$ cat src/rtl/vboard_gpio_ctrl.sv
// rtl/vboard_gpio_ctrl.sv - board GPIO controller: direction/output registers, debounced inputs, edge interrupts
module vboard_gpio_ctrl #(
    parameter int                GPIO_NUMS   = 32,
    parameter int                SYNC_STAGES = 2,
    parameter int                DEB_W       = 8,
    parameter logic [31:0]       DIR_RESET   = 32'h000001FF,
    parameter logic [DEB_W-1:0]  DEB_RESET   = DEB_W'(4)
) (
    input  logic                 clk,
    input  logic                 rst,
    input  logic [4:0]           bus_addr,
    input  logic [31:0]          bus_wdata,
    input  logic                 bus_we,
    input  logic                 bus_re,
    output logic [31:0]          bus_rdata,
    output logic                 bus_ready,
    input  logic [GPIO_NUMS-1:0] pad_in,
    output logic [GPIO_NUMS-1:0] pad_out,
    output logic [GPIO_NUMS-1:0] pad_oe,
    output logic                 irq
);

    localparam logic [2:0] A_DIR    = 3'd0;
    localparam logic [2:0] A_OUT    = 3'd1;
    localparam logic [2:0] A_IN     = 3'd2;
    localparam logic [2:0] A_RISE   = 3'd3;
    localparam logic [2:0] A_FALL   = 3'd4;
    localparam logic [2:0] A_STATUS = 3'd5;
    localparam logic [2:0] A_DEB    = 3'd6;
    localparam logic [DEB_W-1:0] DEB_ONE = DEB_W'(1);

    logic [GPIO_NUMS-1:0] dir_q, out_q, rise_en_q, fall_en_q, status_q;
    logic [GPIO_NUMS-1:0] stable_q, stable_d;
    logic [DEB_W-1:0]     deb_q;
    logic [GPIO_NUMS-1:0] sync_q [SYNC_STAGES];
    logic [DEB_W-1:0]     cnt_q  [GPIO_NUMS];

    logic [2:0]           reg_sel;
    logic [GPIO_NUMS-1:0] wr_bits, w1c, set_bits, smp;
    logic [31:0]          rd_val;
    logic [DEB_W-1:0]     lim_m1;
    logic                 unused_addr;

    assign reg_sel     = bus_addr[4:2];
    assign wr_bits     = bus_wdata[GPIO_NUMS-1:0];
    assign unused_addr = ^bus_addr[1:0];
    assign smp         = sync_q[SYNC_STAGES-1];
    assign w1c         = (bus_we && reg_sel == A_STATUS) ? wr_bits : '0;
    assign set_bits    = (stable_q & ~stable_d & rise_en_q) | (~stable_q & stable_d & fall_en_q);
    // A zero limit behaves as one: the pin follows the synchronised sample directly.
    assign lim_m1      = (deb_q == '0) ? '0 : deb_q - DEB_ONE;

    function automatic logic [31:0] zext(input logic [GPIO_NUMS-1:0] v);
        zext = '0;
        zext[GPIO_NUMS-1:0] = v;
    endfunction

    always_comb begin
        rd_val = '0;
        case (reg_sel)
            A_DIR:    rd_val = zext(dir_q);
            A_OUT:    rd_val = zext(out_q);
            A_IN:     rd_val = zext(stable_q);
            A_RISE:   rd_val = zext(rise_en_q);
            A_FALL:   rd_val = zext(fall_en_q);
            A_STATUS: rd_val = zext(status_q);
            A_DEB:    rd_val[DEB_W-1:0] = deb_q;
            default:  rd_val = '0;
        endcase
    end

    always_ff @(posedge clk) begin
        if (!rst) begin
            dir_q     <= DIR_RESET[GPIO_NUMS-1:0];
            out_q     <= '0;
            rise_en_q <= '0;
            fall_en_q <= '0;
            status_q  <= '0;
            deb_q     <= DEB_RESET;
            bus_ready <= 1'b0;
            bus_rdata <= '0;
            irq       <= 1'b0;
            pad_oe    <= DIR_RESET[GPIO_NUMS-1:0];
            pad_out   <= '0;
        end else begin
            bus_ready <= bus_we | bus_re;
            bus_rdata <= bus_re ? rd_val : '0;
            if (bus_we) begin
                case (reg_sel)
                    A_DIR:   dir_q     <= wr_bits;
                    A_OUT:   out_q     <= wr_bits;
                    A_RISE:  rise_en_q <= wr_bits;
                    A_FALL:  fall_en_q <= wr_bits;
                    A_DEB:   deb_q     <= bus_wdata[DEB_W-1:0];
                    default: ;
                endcase
            end
            // New edges override a same-cycle clear so no event is lost.
            status_q  <= (status_q & ~w1c) | set_bits;
            irq       <= |status_q;
            pad_oe    <= dir_q;
            pad_out   <= out_q & dir_q;
        end
    end

    always_ff @(posedge clk) begin
        if (!rst) begin
            for (int k = 0; k < SYNC_STAGES; k++) sync_q[k] <= '0;
            for (int i = 0; i < GPIO_NUMS; i++) cnt_q[i] <= '0;
            stable_q <= '0;
            stable_d <= '0;
        end else begin
            sync_q[0] <= pad_in;
            for (int k = 1; k < SYNC_STAGES; k++) sync_q[k] <= sync_q[k-1];
            stable_d <= stable_q;
            for (int i = 0; i < GPIO_NUMS; i++) begin
                if (smp[i] == stable_q[i]) begin
                    cnt_q[i] <= '0;
                end else if (cnt_q[i] >= lim_m1) begin
                    stable_q[i] <= smp[i];
                    cnt_q[i]    <= '0;
                end else begin
                    cnt_q[i] <= cnt_q[i] + DEB_ONE;
                end
            end
        end
    end

endmodule

$ cat config.mk
export PLATFORM = sky130hd
export DESIGN_NAME = vboard_gpio_ctrl
export DESIGN_NICKNAME = d
export VERILOG_FILES = /design/src/rtl/vboard_gpio_ctrl.sv
export SDC_FILE = /design/constraint.sdc
export NUM_CORES = 1
export LEC_CHECK = 0
export ABC_CLOCK_PERIOD_IN_PS = 4850
export CORE_MARGIN = 4
export CORE_UTILIZATION = 50
export CTS_BUF_LIST = sky130_fd_sc_hd__clkbuf_8
export DETAILED_ROUTE_END_ITERATION = 6
export MAX_ROUTING_LAYER = met4
export PLACE_DENSITY = 0.74
export SLEW_MARGIN = 20
export SYNTH_ARGS = -nofsm -noshare
export SYNTH_HDL_FRONTEND = slang
export SYNTH_SLANG_ARGS = --single-unit
$ cat constraint.sdc
create_clock -name clk -period 4.85 [get_ports clk]
set_clock_uncertainty 0.05 [all_clocks]
set_input_delay 0.97 -clock clk [delete_from_list [all_inputs] [get_ports clk]]
set_output_delay 0.97 -clock clk [all_outputs]
set_load 0.01 [all_outputs]
==> qor.txt, run 1 <==
Worst setup SP type: flip-flop
Total power: 11.8 mW
Worst setup path startpoint: deb_q[2]
Endpoints failing setup: 0
Fraction of the cycle the final worst path needs: 83.7%
DRC violations left: 0
Worst reg2reg path startpoint: deb_q[2]
Clock sink count: 650
Storage cell area: 0.0156 mm²
Final antenna-violating net count: 0
Synth Instances: 3286
Mean Syn Cell Area: 9.94 µm²
DR pass1 iterations: 6
CTS tree: yes
Fmax: 246 MHz
Post-CTS setup buffers: 0
Initial antenna violation count: 2
Inst Count DP: 4493
Largest register FFs: 256
Max Transition Viols Final: 0
Hold path depth: 1
IO Count: 171
Area of the multi-input gates: 0.0172 mm²
Maximum vdd drop: 213 µV
Final hold slack: 0.381 ns
Hold crit path type: flip-flop to flip-flop
Synth Flop Type: dfxtp_1
Synth cell count leaders: nand2_1 (468), dfxtp_1 (394), nor2_1 (312), ha_1 (289), edfxtp_1 (256)
WHS Endpoint: sync_q[0][39]
Vias in the first global route: 24000
Layout cell share with drive strength beyond 1: 6.66%
Die Ht: 264 µm
Clock slew at reported path FFs: 0.06 ns
Area contributors post-synth: dfxtp_1 (24%), edfxtp_1 (24%), ha_1 (11%), nand2_1 (5.4%), xor2_1 (4.9%)
Yosys warning count: 0
Largest net degree at the start of global routing: 98
Library cells used by synthesis: 54
Critical-path maximum fanout: 20
WS Path Type: flip-flop to flip-flop
Clock Path Buffers: 3
Area Overhead vs Synth: 17.7%
Max Cap Viol: 0
Root buf cell: clkbuf_8
Final WS setup: 0.793 ns
EDFF count, synth: 256
Largest registers: cnt_q (256), sync_q (64)
Async S/R FF share, synth: 0%
Worst slew pin tran: 0.966 ns
Core area: 0.0646 mm²
Seq cells post-synth: 650
# rows: 93
Worst r2r dst: cnt_q[1][3]
Post-DR wirelength/cell: 17.5 µm
Total grt overflow: 0
Via count: 25000
Status: finished clean
Final wirelength: 81.8 mm
Layout Cells excl Fill: 4685
Initial core utilization: 50.6%
Post-CTS Resized: 0
Setup_tns: 0 ns
LEAKAGE: 15.7 nW
Max transition margin: 35.5%
CTS buffer count: 104
Top cell type's share of synthesized area: 24.1%
Synth area leader: dfxtp_1
RSZ-0062 raised after global routing: no
First-pass GRT wire length: 130 mm
Fin nets: 4106
Reg with most FFs: cnt_q
R2r setup slk: 0.79 ns
Critical Path AT: 4.54 ns
Final hold violation count: 0
Post-detail-place hpwl: 56.2 mm
H-tree depth: 3
Vias per inst: 5.34
I/O Buffers: 168
Die area: 0.0695 mm²
Filler cell count: 5449
PwrDens: 307 mW/mm²
Netlist Area Pre-Place: 0.0327 mm²
Crit. End Element: flip-flop
Die width: 264 µm
GRT Util Overall: 23.8%
Worst EP required: 5.33 ns
Seq/Total Area, Yosys: 47.7%
Worst skew pair latency: 0.72 ns
Gpl congestion: 0.888
HP Start: sync_q[0][7]
DR iter-0 viols: 1981
Fin crit period: 4.06 ns
Pre-CTS WS: 0.807 ns
Hold Buf Count CTS: 0
Most common cell in the netlist: nand2_1
R2R depth: 9
[metal layers]
metal	global-route usage, %	up-vias	part of all wire [%]
met1	32.2	11700	45
met3	3.64	165	7.2
met4	8.43	0	3.0
met2	36.8	841	45
met5	-	-	0
li1	-	12300	-
[where the power goes]
part | switching (mW) | internal, mW
logic | 0.594 | 0.437
registers | 0.175 | 5.84
clock network | 2.20 | 2.55
[critical path: stages (launching register included)]
cell	delay, ns
dfxtp_1	0.39
or4_4	0.58
or4_4	0.50
nand2_2	0.58
ha_1	0.38
and3_1	0.19
o21ai_0	0.17
a31oi_1	0.15
or4_1	0.70
nor2_1	0.18
[metrics by stage]
step / utilization [%] / area [µm²]
after global routing: 59.5 / 38400
after CTS: 59.5 / 38400
after detailed placement: 56.2 / 36300
after global placement: 56.2 / 36300
final: 59.5 / 38400
after floorplan: - / 33600
[worst max-delay path by stage]
| stage | endpoint | slack [ns] |
|---|---|---|
| 6_report | cnt_q[1][3] | 0.79 |
| 5_1_grt | cnt_q[1][3] | 0.58 |
| 4_1_cts | cnt_q[1][3] | 0.81 |
| 3_5_place_dp | cnt_q[1][3] | 0.81 |
| 3_3_place_gp | cnt_q[0][15] | 0.94 |
| 2_1_floorplan | cnt_q[0][10] | 0.76 |
[area by class of cell]
type / instances / share of cell area (%)
multi-input cells: 2681 / 44.8
flip-flops and latches: 650 / 40.5
repair buffers: 212 / 5.42
clock buffers: 128 / 4.58
well taps: 855 / 2.78
clock inverters: 63 / 0.950
inverters: 95 / 0.928
diodes: 1 / 0.00651
[layout by cell type (no fill, tap or decap), drive strengths merged, types with 45 or more instances in the layout]
cell type,Yosys,final
o21ai,48,48
dfxtp,394,394
and2,109,109
conb,1,256
xnor2,45,45
a21oi,104,104
edfxtp,256,256
nand3,180,180
buf,54,47
nor2b,69,69
nand2,468,468
xor2,183,183
nor2,312,312
and3,102,102
clkdlybuf4s50,0,165
a21boi,138,138
ha,289,289
clkbuf,61,128
inv,95,132
[cells by family after synthesis]
logic type / count (synthesis) / share of synthesized area [%]
AND/OR/NAND/NOR: 1347 / 19.5
adder cells (fa/ha/maj): 289 / 11.1
flip-flops: 650 / 47.7
other: 1 / 0.0115
XOR/XNOR: 228 / 6.11
multiplexers: 71 / 2.65
AO/OA/AOI/OAI: 490 / 10.4
buffers and inverters: 210 / 2.64
(Power assumes the default switching activity.)
==> run 2, diff against run 1 <==
--- a/config.mk
+++ b/config.mk
@@ -5,7 +5,7 @@
 export SDC_FILE = /design/constraint.sdc
 export NUM_CORES = 1
 export LEC_CHECK = 0
-export ABC_CLOCK_PERIOD_IN_PS = 4850
+export ABC_CLOCK_PERIOD_IN_PS = 4000
 export CORE_MARGIN = 4
 export CORE_UTILIZATION = 50
 export CTS_BUF_LIST = sky130_fd_sc_hd__clkbuf_8
==> constraint.sdc (replaced) <==
create_clock -name clk -period 4 [get_ports clk]
set_clock_uncertainty 0.05 [all_clocks]
set_input_delay 0.8 -clock clk [delete_from_list [all_inputs] [get_ports clk]]
set_output_delay 0.8 -clock clk [all_outputs]
set_load 0.01 [all_outputs]
==> run 2 against run 1 <==
Sequential share of layout area down 0.36 points. Count of clock-buffer cells in the layout up 7. Critical endpoint is now cnt_q[0][18]. Setup slack worse by 0.49 ns. Routed wire length up 1.6%. Hold slack worse by 0.0049 ns. Non-clock buffer count up 12. Register-to-register slack worse by 0.49 ns. Die area unchanged. First-iteration DRC count down 2.0%. Clock power up 30%. Design area up 0.91%.
==> qor.txt, run 2 (same netlist as run 1, synthesis figures left out) <==
Met3 Use GR: 4.83% (+1.2 points)
CTS buffer count: 106 (+1.9%)
Worst path slowest cell: or4_1
PwrDens: 379 mW/mm² (+24%)
Final WS setup: 0.305 ns (-0.488 ns)
GRT Util Overall: 24.1% (+0.25 points)
Most used routing layer: met2
Met2 Resource Use GR: 37.6% (+0.81 points)
Core area: 0.0646 mm² (unchanged)
Clock Path Buffers: 3 (unchanged)
DR iter-0 viols: 1941 (-2.0%)
Largest net degree at the start of global routing: 147 (+50%)
Gpl congestion: 0.878 (-1.2%)
Fraction of the cycle the final worst path needs: 92.4% (+8.7 points)
First-pass GRT wire length: 132 mm (+0.96%)
LEAKAGE: 15.8 nW (+1.2%)
Post-detail-place hpwl: 56.7 mm (+0.93%)
Clock slew at reported path FFs: 0.06 ns (about the same)
Worst skew pair latency: 0.76 ns (+0.04 ns)
Critical-path maximum fanout: 27 (+35%)
# rows: 93 (unchanged)
Reg with most FFs: cnt_q
I/O Buffers: 168 (unchanged)
Pre-CTS WS: 0.321 ns (-0.487 ns)
Endpoints failing setup: 0 (unchanged)
Largest register FFs: 256 (unchanged)
Initial antenna violation count: 5 (+3)
CP most frequent cell: or4_4
Worst setup SP type: flip-flop
Total grt overflow: 0 (unchanged)
Post-CTS setup buffers: 0 (unchanged)
Post-CTS Resized: 0 (unchanged)
Maximum vdd drop: 228 µV (+6.9%)
Max transition margin: 20.5% (-15 points)
Final antenna-violating net count: 0 (unchanged)
Worst slew pin tran: 1.19 ns (+0.222 ns)
WS Path Type: flip-flop to flip-flop
HP Start: sync_q[0][19]
Status: finished clean
Hold Buf Count CTS: 0 (unchanged)
Vias in the first global route: 24400 (+1.6%)
H-tree depth: 3 (unchanged)
Die width: 264 µm (unchanged)
Vias per inst: 5.37 (+0.58%)
Crit. End Element: flip-flop
Initial core utilization: 50.6% (unchanged)
Filler cell count: 5452 (+0.055%)
Crit-path cells: or4_4 > or4_4 > and2_4 > ha_1 > and3_1 > o21ai_0 > a31oi_1 > or4_1 > nor2_1
Layout Utilization: 60.1% (+0.54 points)
CP bufs+invs: 0 (unchanged)
Fmax: 271 MHz (+9.8%)
Max Transition Viols Final: 0 (unchanged)
Total power: 14.7 mW (+25%)
Final hold violation count: 0 (unchanged)
GR Layer Usage met1: 31.1% (-1.0 points)
Post-DR wirelength/cell: 17.6 µm (+1.0%)
Storage cell area: 0.0156 mm² (unchanged)
RSZ-0062 raised after global routing: no
DRC violations left: 0 (unchanged)
Max Cap Viol: 0 (unchanged)
Fin crit period: 3.70 ns (-0.362 ns)
Die Ht: 264 µm (unchanged)
DR pass1 iterations: 7 (+1)
Hold crit path type: flip-flop to flip-flop
Worst reg2reg path startpoint: deb_q[3]
Post-Layout Inst Area: 0.0388 mm² (+0.91%)
Layout cell share with drive strength beyond 1: 7.22% (+0.56 points)
Worst setup path startpoint: deb_q[3]
CTS tree: yes
IO Count: 171 (unchanged)
Via count: 25300 (+1.2%)
Area Overhead vs Synth: 18.8%
Critical Path AT: 4.22 ns (-0.32 ns)
Area after DPL: 0.0365 mm² (+0.42%)
Commonest non-fill, non-tap cell in the layout: nand2_1
Root buf cell: clkbuf_8
Critical path's largest stage delay: 0.71 ns (about the same)
Area of the multi-input gates: 0.0172 mm² (unchanged)
Clock sink count: 650 (unchanged)
Worst EP required: 4.52 ns (-0.81 ns)
Setup_tns: 0 ns (unchanged)
Largest registers: cnt_q (256), sync_q (64)
Critical path's top delay family: simple AND/OR/NAND/NOR gates
Die area: 0.0695 mm² (unchanged)
Fin nets: 4120 (+0.34%)
Most frequent cells in the layout: nand2_1 (464), dfxtp_1 (394), nor2_1 (311)
Final wirelength: 83.2 mm (+1.6%)
[run 2: cell type report]
cell class | count | area share [%]
Multi-Input combinational cell | 2681 | 44.4
Inverter | 95 | 0.919
Clock inverter | 66 | 1.15
Clock buffer | 135 | 4.79
Antenna cell | 8 | 0.0516
Tap cell | 855 | 2.76
Sequential cell | 650 | 40.2
Timing Repair Buffer | 224 | 5.77
[run 2: where the power goes]
group | internal (mW) | total (mW) | switching [mW] | leakage (nW)
logic | 0.542 | 1.28 | 0.735 | 8.67
clock network | 3.38 | 6.15 | 2.76 | 1.33
registers | 7.09 | 7.29 | 0.209 | 5.84
total | 11.0 | 14.7 | 3.71 | 15.8
[run 2: per-stage QoR]
step	cells	hold slack [ns]
floorplan	3541	0.362
global placement	4505	0.366
detailed placement	4505	0.371
CTS	4706	0.379
global route	4710	0.394
finish	4714	0.376
[run 2: worst paths after layout]
| kind | cells past startpoint | endpoint | slack [ns] |
|---|---|---|---|
| hold reg to reg | 1 | sync_q[0][51] | 0.38 |
| hold / removal | 1 | sync_q[0][51] | 0.38 |
| setup reg to reg | 9 | cnt_q[0][18] | 0.30 |
| setup / recovery | 9 | cnt_q[0][18] | 0.30 |
[run 2: routing by layer]
layer | vias up | share of wire, %
li1 | 12400 | -
met1 | 12000 | 44
met2 | 788 | 45
met3 | 177 | 7.4
met4 | 0 | 3.5
met5 | - | 0
